`src/rtl/cpu_consts_pkg.sv`:
```
// Shared constants and types for the load/store stage.
//   mem_size_t  : access size encoding (B/H/W/D)
//   lsu_state_t : LSU control FSM states
//   dmem_req_t  : data-memory request payload (we, addr, be, wdata)
//   EXC_*       : RISC-V mcause codes raised by the LSU
package cpu_consts;

  localparam int unsigned DW = 64;
  localparam int unsigned BE_W = DW / 8;

  typedef enum logic [1:0] {
    MEM_B = 2'd0,
    MEM_H = 2'd1,
    MEM_W = 2'd2,
    MEM_D = 2'd3
  } mem_size_t;

  typedef enum logic [1:0] {
    LSU_IDLE = 2'd0,
    LSU_REQ  = 2'd1,
    LSU_WAIT = 2'd2,
    LSU_RESP = 2'd3
  } lsu_state_t;

  typedef struct packed {
    logic            we;
    logic [DW-1:0]   addr;
    logic [BE_W-1:0] be;
    logic [DW-1:0]   wdata;
  } dmem_req_t;

  localparam logic [3:0] EXC_LD_MISALIGN = 4'd4;
  localparam logic [3:0] EXC_LD_FAULT    = 4'd5;
  localparam logic [3:0] EXC_ST_MISALIGN = 4'd6;
  localparam logic [3:0] EXC_ST_FAULT    = 4'd7;

  // Low address bits that must be zero for a naturally aligned access.
  function automatic logic [2:0] size_low_mask(input mem_size_t s);
    case (s)
      MEM_B:   return 3'b000;
      MEM_H:   return 3'b001;
      MEM_W:   return 3'b011;
      default: return 3'b111;
    endcase
  endfunction

endpackage

```
`src/rtl/lsu_data_align.sv`:
```
// Combinational lane steering for the LSU.
//   st_*  : byte-enable and store-data placement for an outgoing access
//   ld_*  : extraction, truncation and sign/zero extension of read data
module lsu_data_align
  import cpu_consts::*;
(
  input  logic [2:0]      st_off,
  input  mem_size_t       st_size,
  input  logic [DW-1:0]   st_wdata,
  output logic [BE_W-1:0] st_be,
  output logic [DW-1:0]   st_wdata_lane,
  input  logic [2:0]      ld_off,
  input  mem_size_t       ld_size,
  input  logic            ld_unsigned,
  input  logic [DW-1:0]   ld_rdata,
  output logic [DW-1:0]   ld_data
);

  logic [BE_W-1:0] size_be;
  logic [DW-1:0]   ld_shift;

  // Store side: size mask and data moved up to the addressed byte lane.
  always_comb begin
    case (st_size)
      MEM_B:   size_be = 8'h01;
      MEM_H:   size_be = 8'h03;
      MEM_W:   size_be = 8'h0F;
      default: size_be = 8'hFF;
    endcase
    st_be         = size_be << st_off;
    st_wdata_lane = st_wdata << {st_off, 3'b000};
  end

  // Load side: bring the addressed lane down to bit 0, then extend.
  always_comb begin
    ld_shift = ld_rdata >> {ld_off, 3'b000};
    case (ld_size)
      MEM_B:   ld_data = {{56{~ld_unsigned & ld_shift[7]}},  ld_shift[7:0]};
      MEM_H:   ld_data = {{48{~ld_unsigned & ld_shift[15]}}, ld_shift[15:0]};
      MEM_W:   ld_data = {{32{~ld_unsigned & ld_shift[31]}}, ld_shift[31:0]};
      default: ld_data = ld_shift;
    endcase
  end

endmodule

```
`src/rtl/lsu_stage.sv`:
```
// RV64 load/store stage: one outstanding req/gnt/rvalid data-memory access,
// result returned to writeback over a valid/ready handshake.
// Ports:
//   clk_i, resetn_i            clock, synchronous active-low reset
//   ex_*                       request from execute (valid/ready)
//   dmem_*                     data-memory port (req/gnt, rvalid/rdata/err)
//   wb_*                       result to writeback (valid/ready)
// Build option: LSU_MISALIGN_TRAP_EN -- trap misaligned accesses instead of
// silently aligning the address down to the access size.
module lsu_stage
  import cpu_consts::*;
#(
  parameter int unsigned XLEN = 64,
  parameter int unsigned RD_W = 5
) (
  input  logic            clk_i,
  input  logic            resetn_i,
  input  logic            ex_valid_i,
  output logic            ex_ready_o,
  input  logic [XLEN-1:0] ex_addr_i,
  input  logic [XLEN-1:0] ex_wdata_i,
  input  logic            ex_we_i,
  input  logic [1:0]      ex_size_i,
  input  logic            ex_unsigned_i,
  input  logic [RD_W-1:0] ex_rd_i,
  output logic            dmem_req_o,
  input  logic            dmem_gnt_i,
  output logic            dmem_we_o,
  output logic [XLEN-1:0] dmem_addr_o,
  output logic [7:0]      dmem_be_o,
  output logic [XLEN-1:0] dmem_wdata_o,
  input  logic            dmem_rvalid_i,
  input  logic [XLEN-1:0] dmem_rdata_i,
  input  logic            dmem_err_i,
  output logic            wb_valid_o,
  input  logic            wb_ready_i,
  output logic [XLEN-1:0] wb_rdata_o,
  output logic [RD_W-1:0] wb_rd_o,
  output logic            wb_we_o,
  output logic            wb_exc_o,
  output logic [3:0]      wb_exc_cause_o
);

  lsu_state_t      state_q, state_d;
  mem_size_t       ex_size;
  mem_size_t       size_q, size_d;
  logic [2:0]      off_q, off_d;
  logic            uns_q, uns_d;
  logic            we_q, we_d;
  logic [RD_W-1:0] rd_q, rd_d;

  logic            ex_ready_q, ex_ready_d;
  logic            dmem_req_q, dmem_req_d;
  dmem_req_t       dmem_q, dmem_d;
  logic            wb_valid_q, wb_valid_d;
  logic [XLEN-1:0] wb_rdata_q, wb_rdata_d;
  logic [RD_W-1:0] wb_rd_q, wb_rd_d;
  logic            wb_we_q, wb_we_d;
  logic            wb_exc_q, wb_exc_d;
  logic [3:0]      wb_cause_q, wb_cause_d;

  logic [2:0]      low_mask;
  logic [2:0]      issue_off;
  logic [7:0]      st_be;
  logic [XLEN-1:0] st_wdata_lane;
  logic [XLEN-1:0] ld_data;

  assign ex_size   = mem_size_t'(ex_size_i);
  assign low_mask  = size_low_mask(ex_size);
  // Dropping the sub-size offset bits aligns the access down; for an aligned
  // access this is a no-op.
  assign issue_off = ex_addr_i[2:0] & ~low_mask;

`ifdef LSU_MISALIGN_TRAP_EN
  logic misaligned;
  assign misaligned = |(ex_addr_i[2:0] & low_mask);
`endif

  lsu_data_align u_align (
    .st_off        (issue_off),
    .st_size       (ex_size),
    .st_wdata      (ex_wdata_i),
    .st_be         (st_be),
    .st_wdata_lane (st_wdata_lane),
    .ld_off        (off_q),
    .ld_size       (size_q),
    .ld_unsigned   (uns_q),
    .ld_rdata      (dmem_rdata_i),
    .ld_data       (ld_data)
  );

  // Next-state and registered-output logic.
  always_comb begin
    state_d    = state_q;
    size_d     = size_q;
    off_d      = off_q;
    uns_d      = uns_q;
    we_d       = we_q;
    rd_d       = rd_q;
    dmem_req_d = dmem_req_q;
    dmem_d     = dmem_q;
    wb_valid_d = wb_valid_q;
    wb_rdata_d = wb_rdata_q;
    wb_rd_d    = wb_rd_q;
    wb_we_d    = wb_we_q;
    wb_exc_d   = wb_exc_q;
    wb_cause_d = wb_cause_q;

    case (state_q)
      LSU_IDLE: begin
        if (ex_valid_i) begin
          size_d = ex_size;
          off_d  = issue_off;
          uns_d  = ex_unsigned_i;
          we_d   = ex_we_i;
          rd_d   = ex_rd_i;
`ifdef LSU_MISALIGN_TRAP_EN
          if (misaligned) begin
            // No bus traffic: report the trap directly.
            state_d    = LSU_RESP;
            wb_valid_d = 1'b1;
            wb_rdata_d = '0;
            wb_rd_d    = ex_rd_i;
            wb_we_d    = 1'b0;
            wb_exc_d   = 1'b1;
            wb_cause_d = ex_we_i ? EXC_ST_MISALIGN : EXC_LD_MISALIGN;
          end else begin
`endif
            state_d      = LSU_REQ;
            dmem_req_d   = 1'b1;
            dmem_d.we    = ex_we_i;
            dmem_d.addr  = {ex_addr_i[XLEN-1:3], 3'b000};
            dmem_d.be    = st_be;
            dmem_d.wdata = st_wdata_lane;
`ifdef LSU_MISALIGN_TRAP_EN
          end
`endif
        end
      end

      LSU_REQ: begin
        if (dmem_gnt_i) begin
          state_d    = LSU_WAIT;
          dmem_req_d = 1'b0;
        end
      end

      LSU_WAIT: begin
        if (dmem_rvalid_i) begin
          state_d    = LSU_RESP;
          wb_valid_d = 1'b1;
          wb_rd_d    = rd_q;
          if (dmem_err_i) begin
            wb_rdata_d = '0;
            wb_we_d    = 1'b0;
            wb_exc_d   = 1'b1;
            wb_cause_d = we_q ? EXC_ST_FAULT : EXC_LD_FAULT;
          end else begin
            wb_rdata_d = we_q ? '0 : ld_data;
            wb_we_d    = ~we_q;
            wb_exc_d   = 1'b0;
            wb_cause_d = 4'd0;
          end
        end
      end

      LSU_RESP: begin
        if (wb_ready_i) begin
          state_d    = LSU_IDLE;
          wb_valid_d = 1'b0;
        end
      end

      default: state_d = LSU_IDLE;
    endcase

    ex_ready_d = (state_d == LSU_IDLE);
  end

  // State and output registers.
  always_ff @(posedge clk_i) begin
    if (!resetn_i) begin
      state_q    <= LSU_IDLE;
      size_q     <= MEM_B;
      off_q      <= 3'd0;
      uns_q      <= 1'b0;
      we_q       <= 1'b0;
      rd_q       <= '0;
      ex_ready_q <= 1'b1;
      dmem_req_q <= 1'b0;
      dmem_q     <= '0;
      wb_valid_q <= 1'b0;
      wb_rdata_q <= '0;
      wb_rd_q    <= '0;
      wb_we_q    <= 1'b0;
      wb_exc_q   <= 1'b0;
      wb_cause_q <= 4'd0;
    end else begin
      state_q    <= state_d;
      size_q     <= size_d;
      off_q      <= off_d;
      uns_q      <= uns_d;
      we_q       <= we_d;
      rd_q       <= rd_d;
      ex_ready_q <= ex_ready_d;
      dmem_req_q <= dmem_req_d;
      dmem_q     <= dmem_d;
      wb_valid_q <= wb_valid_d;
      wb_rdata_q <= wb_rdata_d;
      wb_rd_q    <= wb_rd_d;
      wb_we_q    <= wb_we_d;
      wb_exc_q   <= wb_exc_d;
      wb_cause_q <= wb_cause_d;
    end
  end

  assign ex_ready_o     = ex_ready_q;
  assign dmem_req_o     = dmem_req_q;
  assign dmem_we_o      = dmem_q.we;
  assign dmem_addr_o    = dmem_q.addr;
  assign dmem_be_o      = dmem_q.be;
  assign dmem_wdata_o   = dmem_q.wdata;
  assign wb_valid_o     = wb_valid_q;
  assign wb_rdata_o     = wb_rdata_q;
  assign wb_rd_o        = wb_rd_q;
  assign wb_we_o        = wb_we_q;
  assign wb_exc_o       = wb_exc_q;
  assign wb_exc_cause_o = wb_cause_q;

endmodule

```
`config.mk`:
```
export PLATFORM = sky130hd
export DESIGN_NAME = lsu_stage
export DESIGN_NICKNAME = d
export VERILOG_FILES = /design/src/rtl/cpu_consts_pkg.sv /design/src/rtl/lsu_data_align.sv /design/src/rtl/lsu_stage.sv
export SDC_FILE = /design/constraint.sdc
export NUM_CORES = 1
export LEC_CHECK = 0
export CAP_MARGIN = 40
export CORE_AREA = 2 2 165 167
export CTS_CLUSTER_SIZE = 25
export DETAILED_ROUTE_END_ITERATION = 16
export DIE_AREA = 0 0 167 169
export PLACE_DENSITY = 0.77
export SYNTH_ARGS = -nofsm -noshare
export SYNTH_HDL_FRONTEND = slang
export SYNTH_SLANG_ARGS = --single-unit
```
`constraint.sdc`:
```
create_clock -name clk_i -period 3 [get_ports clk_i]
set_clock_uncertainty 0.1 [all_clocks]
set_input_delay 0.6 -clock clk_i [delete_from_list [all_inputs] [get_ports clk_i]]
set_output_delay 0.6 -clock clk_i [all_outputs]
set_load 0.02 [all_outputs]
```
## Word-level counts from Yosys, hierarchy flattened

Cells that the tools add are included.

| storage, ports and cells | value |
|---|---|
| bits in registers | 225 |
| output and inout port bits | 215 |
| word-level logic and storage cells | 68 |
| input bits | 208 |

| operators by class | value |
|---|---|
| shifts and indexed selects | 3 |
| muxes and demuxes | 20 |
| equal/unequal tests | 11 |
| reductions and logical operators | 10 |
| bitwise operators | 7 |

Operator list:

| kind | number |
|---|---|
| $pmux W64 S3 | 1 |
| $mux W64 | 2 |
| $shl A64 B6 Y64 | 1 |
| $shr A64 B6 Y64 | 1 |
| $pmux W8 S3 | 1 |
| $mux W2 | 5 |
| $pmux W3 S3 | 1 |
| $eq A2 B2 Y1 const B | 4 |
| $logic_not A2 Y1 | 4 |
| $ne A2 B2 Y1 const B | 4 |
| $pmux W2 S4 | 1 |
| $shl A8 B3 Y8 | 1 |
| $eq A2 B1 Y1 const B | 3 |
| $mux W1 | 6 |
| $reduce_and A3 Y1 | 2 |
| $pmux W1 S2 | 2 |
| $reduce_and A2 Y1 | 2 |
| $reduce_bool A2 Y1 | 2 |
| $and A1 B1 Y1 | 3 |
| $and A3 B3 Y3 | 1 |
| $mux W3 | 1 |
| $not A3 Y3 | 1 |
| $not A1 Y1 | 2 |

## Depth between registers and ports, before layout

Gate-level depths: netlist of run 1.

| depth | value |
|---|---|
| depth after elaboration | 5 |
| mapped depth | 9 |

## Hierarchy

A second synthesis of run 1 with hierarchy kept.

| unflattened totals | value |
|---|---|
| cells, all modules | 1367 |
| area, all modules | 11964.0 µm² |

By module, submodules not included:

| module | cells an instance | sequential area each (µm²) | area an instance (µm²) | instances |
|---|---|---|---|---|
| lsu_stage | 854 | 4444.3 | 7742.4 | 1 |
| lsu_data_align | 513 | 0.0 | 4221.5 | 1 |

## Least setup slack after synthesis of run 1

Ideal clock, no wire load.

| timing path | value |
|---|---|
| kind | input to register |
| start point | in ex_addr_i[0] |
| end point | reg dmem_q, in the netlist dmem_wdata_o[44] |
| path slack | 692 ps |
| buffers on the path | 2 |
| setup time | 125 ps |
| cell stages on the path | 6 |
| arrival time | 2082 ps |
| path through | or3b_1 clkbuf_1 buf_2 mux4_2 a222oi_1 nor2b_1 |

| on the way | value |
|---|---|
| word-level cells in the longest chain between the ends | 2 |

Ends and longest elaborated chain:

| what | line | RTL |
|---|---|---|
| start, declared | lsu_stage.sv:20 | `input logic [XLEN-1:0] ex_addr_i,` |
| $and A3 B3 Y3 | lsu_stage.sv:72 | `assign issue_off = ex_addr_i[2:0] & ~low_mask;` |
| $shl A64 B6 Y64 | lsu_data_align.sv:31 | `st_wdata_lane = st_wdata << {st_off, 3'b000};` |
| end signal, assigned | lsu_stage.sv:207 | `dmem_q <= dmem_d;` |
| end, declared | lsu_stage.sv:54 | `dmem_req_t dmem_q, dmem_d;` |

No other way between the ends.
A chain may end at the register's enable or synchronous reset.

## Worst setup path in the final report of run 1

| timing path | value |
|---|---|
| start point | reg off_q[1] |
| end point | reg wb_rdata_q[49], in the netlist wb_rdata_o[49] |

| on the way | value |
|---|---|
| word-level cells in the longest chain between the ends | 5 |
| elaborated cells between the ends (all ways) | 7 |
| classes of those cells | shift (1); mux (3); bitwise (3) |

Ends and longest elaborated chain:

| what | line | RTL |
|---|---|---|
| start, declared | lsu_stage.sv:47 | `logic [2:0] off_q, off_d;` |
| start signal, assigned | lsu_stage.sv:185 | `off_q <= 3'd0;` |
| start signal, assigned | lsu_stage.sv:201 | `off_q <= off_d;` |
| $shr A64 B6 Y64 (*) | lsu_data_align.sv:36 | `ld_shift = ld_rdata >> {ld_off, 3'b000};` |
| $and A1 B1 Y1, on equally long branches | lsu_data_align.sv:40, lsu_data_align.sv:38, lsu_data_align.sv:39 |  |
| $pmux W64 S3 (*) | lsu_data_align.sv:37 | `case (ld_size)` |
| $mux W64 (*) | lsu_stage.sv:159 | `wb_rdata_d = we_q ? '0 : ld_data;` |
| $mux W64 (*) | lsu_stage.sv:153 | `if (dmem_err_i) begin` |
| end signal, assigned | lsu_stage.sv:209 | `wb_rdata_q <= wb_rdata_d;` |
| end, declared | lsu_stage.sv:56 | `logic [XLEN-1:0] wb_rdata_q, wb_rdata_d;` |

Every way passes the cells marked *; elsewhere a longest branch is shown, timed or not.

==> summary.txt, run 1 <==
Setup path
  • Worst-path fanout max: 40
  • CP Class: flop to flop
  • Req. time, crit path: 3.35 ns
  • Number of cells on the critical path: 6
  • Worst EP arrival: 2.94 ns
  • Reg2Reg Setup Slack: 0.41 ns
  • CP bufs+invs: 1
  • Reg2reg path depth: 6
  • Endpoint class of the critical path: flop
  • FF-to-FF End: wb_rdata_o[49]$_SDFFE_PN0P_
  • Max stage delay on crit path: 0.70 ns
  • R2R Path Start: off_q[1]$_SDFFE_PN0P_
  • Delay-heaviest family, CP: multiplexers
  • Critical path's slowest cell: dfxtp_4
  • Critical Path Start Type: flop
  • Crit path cell chain: mux2i_1 -> mux4_2 -> nor4b_4 -> o31ai_4 -> buf_12 -> o21ai_1

STA
  • Fmax achieved: 0.3865 GHz
  • Setup TNS: 0 ns
  • Slew HR: 47.10%
  • Worst-margin pin slew: 0.7919 ns
  • Crit share post-route: 86.24%
  • Fin. Hold Viols: 0
  • RSZ-0062 raised after global routing: false
  • Final setup vio count: 0
  • Final min period: 2.587 ns
  • Slew Limit Fails: 0
  • Worst setup margin: 0.4127 ns

Yosys
  • Average size of a mapped cell: 8.517 µm²
  • Simple-gate portion of the synthesized area: 18.71%
  • Synth Area in Compound Gates: 20.44%
  • Largest family of logic cells by synthesized area: compound AO/OA/AOI/OAI gates
  • Synth top area share: 40.14%
  • Synth top area cells: dfxtp_1, nand2_1, mux2i_1
  • Total number of yosys warnings: 0
  • Post-synth EDFFs: 0
  • Post-synthesis xor/xnor area fraction: 0%
  • Top-count cell post-synth: nand2_1
  • Top cells by count, synth: nand2_1, dfxtp_1, mux2i_1, a21boi_0, clkbuf_1
  • Cells after Synth: 1300
  • Synth Area in Adders: 0%
  • Syn Std Cell Area: 11070 µm²
  • Async set-or-reset flop fraction in the synthesized netlist: 0%
  • Most used DFF post-synth: dfxtp_1
  • Seq/Total Area, Yosys: 40.14%
  • Flops & latches, synth: 222
  • Post-synthesis mux area share: 15.93%
  • Largest area contributor in the synthesized netlist: dfxtp_1
  • Cell variety after synth: 50

Clock tree
  • Setup Buffers After CTS: 0
  • Num CTS Buffers: 25
  • Root buffer cell: clkbuf_16
  • CTS resizes: 0
  • CTS clk-pin slew, worst paths: 0.06 ns
  • Clock Tree Buf Depth: 3
  • Hold_buf cts: 0
  • H-tree depth: 1
  • Clk_lat worst skew: 0.52 ns
  • TritonCTS clock tree: yes
  • Sink Count: 222

Worst hold path
  • Hold path endpoint: wb_rdata_o[31]$_SDFFE_PN0P_
  • Hold-critical path depth: 2
  • Tightest Hold Check Type: input pin to flop
  • Worst Hold Launch: resetn_i

Power
  • Peak VDD IR: 0.4317 mV
  • Lkg Pwr: 6.136 nW
  • Power per standard cell area: 497.6 nW/µm²

Floorplan
  • I/O pins: 423
  • Die width: 167 µm
  • Overall die height: 169 µm
  • Initial Utilization: 41.78%
  • Core area: 26500 µm²
  • Rows: 60
  • Die area: 28220 µm²

Global route
  • Total congestion overflow: 0
  • Largest net degree at the start of global routing: 130
  • Vias in the first global route: 11420
  • First-pass GRT wire length: 66.36 mm
  • GRT Total Usage: 29.52%
  • Antenna violations before repair: 1

Routing
  • Initial DRC Count: 1057
  • Pre-Repair DR Iteration Count: 6
  • Vias per Instance: 5.614
  • Remaining antenna violation count: 0
  • Drt wl/cell: 21.43 µm
  • Total wire length: 43.77 mm
  • Residual DRC: 0
  • Vias: 11470

Placed design
  • Final GP Congestion: 0.9727
  • Setup slack at placement: 0.08565 ns
  • Hpwl dp: 32.37 mm
  • Buffers on Ports: 418

Finish
  • Ant. Diodes: 0
  • Share of layout cells above drive strength 1: 8.989%
  • Final Net Count: 1891
  • Filler instances: 2248
  • Final core utilization: 62.50%
  • Layout area overhead: 49.59%

Run
  • Max_cap viols: 0

Run status
  • Status: finished clean
## cell type report
cell class	instances	area [µm²]	share of cell area (%)
Clock buffer	34	729.5	4.404
Clock inverter	12	128.9	0.7781
Inverter	3	11.26	0.06799
Multi-Input combinational cell	962	6142	37.09
Sequential cell	222	4449	26.86
Tap cell	341	426.7	2.576
Timing Repair Buffer	469	4674	28.22
## worst max-delay path by stage
stage	start	end	slack, ns
6_report	off_q[1]$_SDFFE_PN0P_	wb_rdata_o[49]$_SDFFE_PN0P_	0.41
5_1_grt	off_q[1]$_SDFFE_PN0P_	wb_rdata_o[39]$_SDFFE_PN0P_	0.32
4_1_cts	off_q[1]$_SDFFE_PN0P_	wb_rdata_o[44]$_SDFFE_PN0P_	0.45
3_5_place_dp	dmem_rdata_i[63]	wb_rdata_o[41]$_SDFFE_PN0P_	0.09
3_3_place_gp	dmem_rdata_i[63]	wb_rdata_o[40]$_SDFFE_PN0P_	0.16
2_1_floorplan	ex_addr_i[0]	dmem_wdata_o[44]$_SDFFE_PN0P_	0.69
## kinds of logic after synthesis
| logic type | Yosys count |
|---|---|
| compound gates | 340 |
| buf+inv | 119 |
| flops | 222 |
| mux | 132 |
| other cells | 1 |
| simple gates | 486 |
## per-layer routing
metal / track usage, % / wire [µm]
met5: 0 / 13
met3: 8.487 / 4325
met4: 8.958 / 1402
met1: 34.39 / 16660
met2: 52.57 / 21370
## stage by stage
| step | power [mW] | hold slack (ns) | instances | instance area, µm² |
|---|---|---|---|---|
| 2_1_floorplan | 4.169 | 0.3366 | 1303 | 11080 |
| 3_3_place_gp | 5.073 | 0.3285 | 1995 | 15690 |
| 3_5_place_dp | 5.092 | 0.3433 | 1996 | 15700 |
| 4_1_cts | 8.263 | 0.2825 | 2042 | 16560 |
| 5_1_grt | 8.551 | 0.2819 | 2043 | 16560 |
| 6_report | 8.241 | 0.2895 | 2043 | 16560 |
## flip-flops by register name (all words and copies together) (netlist names)
name / count
size_q: 2
dmem_req_o: 1
wb_valid_o: 1
off_q: 3
wb_exc_cause_o: 2
dmem_we_o: 1
dmem_addr_o: 61
state_q: 2
dmem_wdata_o: 64
wb_we_o: 1
ex_ready_o: 1
rd_q: 5
wb_rdata_o: 64
wb_rd_o: 5
dmem_be_o: 8
uns_q: 1
## layout by cell type (no fill, tap or decap), types with 5 or more instances in the layout
cell type / synthesis / layout
a211oi_1: 8 / 8
a21boi_0: 89 / 89
a21oi_1: 37 / 37
a222oi_1: 8 / 8
a22o_1: 8 / 8
a22oi_1: 19 / 19
a2bb2oi_1: 10 / 10
a31oi_1: 10 / 10
a32oi_1: 13 / 13
and2_1: 14 / 14
buf_12: 0 / 9
buf_4: 8 / 42
clkbuf_16: 0 / 25
clkbuf_8: 0 / 7
clkdlybuf4s50_1: 0 / 417
dfxtp_1: 222 / 220
mux2i_1: 93 / 93
mux4_2: 35 / 35
nand2_1: 322 / 321
nand2b_1: 14 / 14
nand3_1: 21 / 21
nor2_1: 70 / 70
nor2b_1: 23 / 21
nor3_1: 5 / 5
o21a_1: 9 / 9
o21ai_0: 71 / 71
o21ai_1: 30 / 30
o22ai_1: 16 / 16
## where the power goes
part / total, mW / switching, mW / internal, mW
clock network: 3.18 / 1.30 / 1.88
logic: 1.83 / 0.956 / 0.873
registers: 3.23 / 0.116 / 3.11
total: 8.24 / 2.37 / 5.87
No activity file was read; power rests on OpenSTA's default activity.
==> run 2, diff against run 1 <==
Settings changed: CORE_AREA 2 2 165 167 to 2 2 170 172, DIE_AREA 0 0 167 169 to 0 0 172 174, PLACE_DENSITY 0.77 to 0.73, RECOVER_POWER set to 100.
==> summary.txt, run 2 (synthesis gave the netlist of run 1 again) <==
Global route
  • Largest net degree at the start of global routing: 110 (was 130)
  • GRT Total Usage: 28.69% (was 29.52%)
  • Vias in the first global route: 11390 (was 11420)
  • Total congestion overflow: 0 (unchanged)
  • First-pass GRT wire length: 66.25 mm (was 66.36 mm)
  • Antenna violations before repair: 7 (was 1)

Routing
  • Remaining antenna violation count: 0 (unchanged)
  • Initial DRC Count: 863 (was 1057)
  • Vias: 11420 (was 11470)
  • Drt wl/cell: 21.19 µm (was 21.43 µm)
  • Residual DRC: 0 (unchanged)
  • Total wire length: 44.40 mm (was 43.77 mm)
  • Vias per Instance: 5.452 (was 5.614)
  • Pre-Repair DR Iteration Count: 5 (was 6)

Run status
  • Status: finished clean (unchanged)

Clock tree
  • H-tree depth: 1 (unchanged)
  • CTS clk-pin slew, worst paths: 0.06 ns (about the same)
  • Setup Buffers After CTS: 0 (unchanged)
  • Hold_buf cts: 0 (unchanged)
  • CTS resizes: 0 (unchanged)
  • Clk_lat worst skew: 0.53 ns (was 0.52 ns)
  • TritonCTS clock tree: yes (unchanged)
  • Root buffer cell: clkbuf_16 (unchanged)
  • Num CTS Buffers: 25 (unchanged)
  • Clock Tree Buf Depth: 3 (unchanged)
  • Sink Count: 222 (unchanged)

Power
  • Clk network pwr share: 40.0% (was 38.6%)
  • Power per standard cell area: 500.3 nW/µm² (was 497.6 nW/µm²)
  • Combinational share of power: 21.3% (was 22.2%)
  • Peak VDD IR: 0.3963 mV (was 0.4317 mV)
  • Final Power: 8.312 mW (was 8.241 mW)
  • Switching portion of total power: 28.51% (was 28.79%)
  • Lkg Pwr: 6.769 nW (was 6.136 nW)
  • Switching power: 2.369 mW (was 2.373 mW)
  • Internal Dissipation: 5.942 mW (was 5.869 mW)
  • Sequential Power Share: 38.7% (was 39.2%)

STA
  • Fin. Hold Viols: 0 (unchanged)
  • Slew Limit Fails: 0 (unchanged)
  • Final setup vio count: 0 (unchanged)
  • Fmax achieved: 0.3774 GHz (was 0.3865 GHz)
  • RSZ-0062 raised after global routing: false (unchanged)
  • Slew HR: 18.18% (was 47.10%)
  • Worst setup margin: 0.3501 ns (was 0.4127 ns)
  • Crit share post-route: 88.33% (was 86.24%)
  • Setup TNS: 0 ns (unchanged)
  • Worst-margin pin slew: 1.227 ns (was 0.7919 ns)
  • Final min period: 2.650 ns (was 2.587 ns)

Run
  • Max_cap viols: 0 (unchanged)

Floorplan
  • Overall die height: 174 µm (was 169 µm)
  • Initial Utilization: 39.21% (was 41.78%)
  • Core area: 28240 µm² (was 26500 µm²)
  • I/O pins: 423 (unchanged)
  • Die area: 29930 µm² (was 28220 µm²)
  • Die width: 172 µm (was 167 µm)
  • Rows: 62 (was 60)

Placed design
  • Buffers on Ports: 418 (unchanged)
  • Final GP Congestion: 0.9562 (was 0.9727)
  • Hpwl dp: 33.91 mm (was 32.37 mm)
  • Setup slack at placement: 0.1547 ns (was 0.08565 ns)

Setup path
  • Critical path's slowest cell: dlygate4sd3_1 (was dfxtp_4)
  • CP Class: input pin to flop (was flop to flop)
  • Worst-path fanout max: 11 (was 40)
  • Delay-heaviest family, CP: buffers and inverters (was multiplexers)
  • Endpoint class of the critical path: flop (unchanged)
  • CP bufs+invs: 4 (was 1)
  • Cell repeated most along the worst path: clkbuf_1
  • Max stage delay on crit path: 0.67 ns (was 0.70 ns)
  • Worst EP arrival: 3.01 ns (was 2.94 ns)
  • Req. time, crit path: 3.36 ns (was 3.35 ns)
  • Crit path cell chain: dlygate4sd3_1 -> clkbuf_1 -> nor2b_2 -> buf_4 -> nor3_1 -> clkbuf_1 -> a32oi_1 -> a21boi_0 (was mux2i_1 -> mux4_2 -> nor4b_4 -> o31ai_4 -> buf_12 -> o21ai_1)
  • Critical Path Start Type: input pin (was flop)

Finish
  • Final Net Count: 1899 (was 1891)
  • Most common cell after layout, fill and taps aside: nand2_1 (was clkdlybuf4s50_1)
  • Final core utilization: 58.83% (was 62.50%)
  • Leading cell types in the layout, fill and taps excluded: nand2_1, dfxtp_1, dlygate4sd3_1, clkdlybuf4s50_1, o21ai_0 (was clkdlybuf4s50_1, nand2_1, dfxtp_1, mux2i_1, a21boi_0)
  • Layout area overhead: 50.04% (was 49.59%)
  • Share of layout cells above drive strength 1: 8.607% (was 8.989%)

Worst hold path
  • Tightest Hold Check Type: flop to flop (was input pin to flop)
-- run 2: cell types whose count changed in the layout (fill, tap and decap cells not counted), sizes merged, moves of 2 or more --
cell / delta
clkinv: +2
dlygate4sd3: +213
clkbuf: +5
clkdlybuf4s50: -213
clkinvlp: -2
bufinv: +3
diode: +3
-- run 2: cell type report --
class	count	area, µm²
Fill cell	2529	11620
Tap cell	384	480.5
Clock buffer	30	664.4
Sequential cell	222	4449
Timing Repair Buffer	477	4661
Inverter	3	11.26
Clock inverter	14	220.2
Antenna cell	3	7.507
Multi-Input combinational cell	962	6118
-- run 2: worst register-to-register path, stage by stage, from the launching register on --
cell	delay, ns
dfxtp_4	0.58
clkbuf_2	0.69
mux2i_1	0.33
nor2_1	0.09
a211oi_1	0.57
o21ai_0	0.15
-- run 2: final timing paths --
path,cells past startpoint,endpoint,slack (ns),start
hold reg to reg,2,wb_rdata_o[15]$_SDFFE_PN0P_,0.33,wb_rdata_o[15]$_SDFFE_PN0P_
setup reg to reg,5,wb_rdata_o[45]$_SDFFE_PN0P_,0.36,off_q[1]$_SDFFE_PN0P_
hold / removal,2,wb_rdata_o[15]$_SDFFE_PN0P_,0.33,wb_rdata_o[15]$_SDFFE_PN0P_
setup / recovery,8,dmem_wdata_o[38]$_SDFFE_PN0P_,0.35,ex_size_i[1]
-- run 2: power groups by stage --
stage / sequential, mW / clock [mW] / combinational (mW)
floorplan: 3.44 / 0 / 0.734
global placement: 3.28 / 0 / 1.81
detailed placement: 3.28 / 0 / 1.82
CTS: 3.22 / 3.39 / 1.83
global route: 3.23 / 3.50 / 1.89
finish: 3.21 / 3.33 / 1.77
-- run 2: per-stage QoR --
step | hold slack [ns] | std cells | instance area, µm²
global placement | 0.3361 | 2047 | 15750
global route | 0.3799 | 2094 | 16610
finish | 0.3347 | 2095 | 16610
floorplan | 0.3366 | 1303 | 11080
CTS | 0.3436 | 2092 | 16660
detailed placement | 0.3348 | 2048 | 15780
-- run 2: metal layers --
metal  track usage (%)  vias up  part of all wire [%]
li1                  -     5348                     -
met1             32.99     5409                    38
met2             50.40      560                    49
met3             8.584       96                   9.7
met4             9.664        8                   3.6
met5                 0        -                  0.12
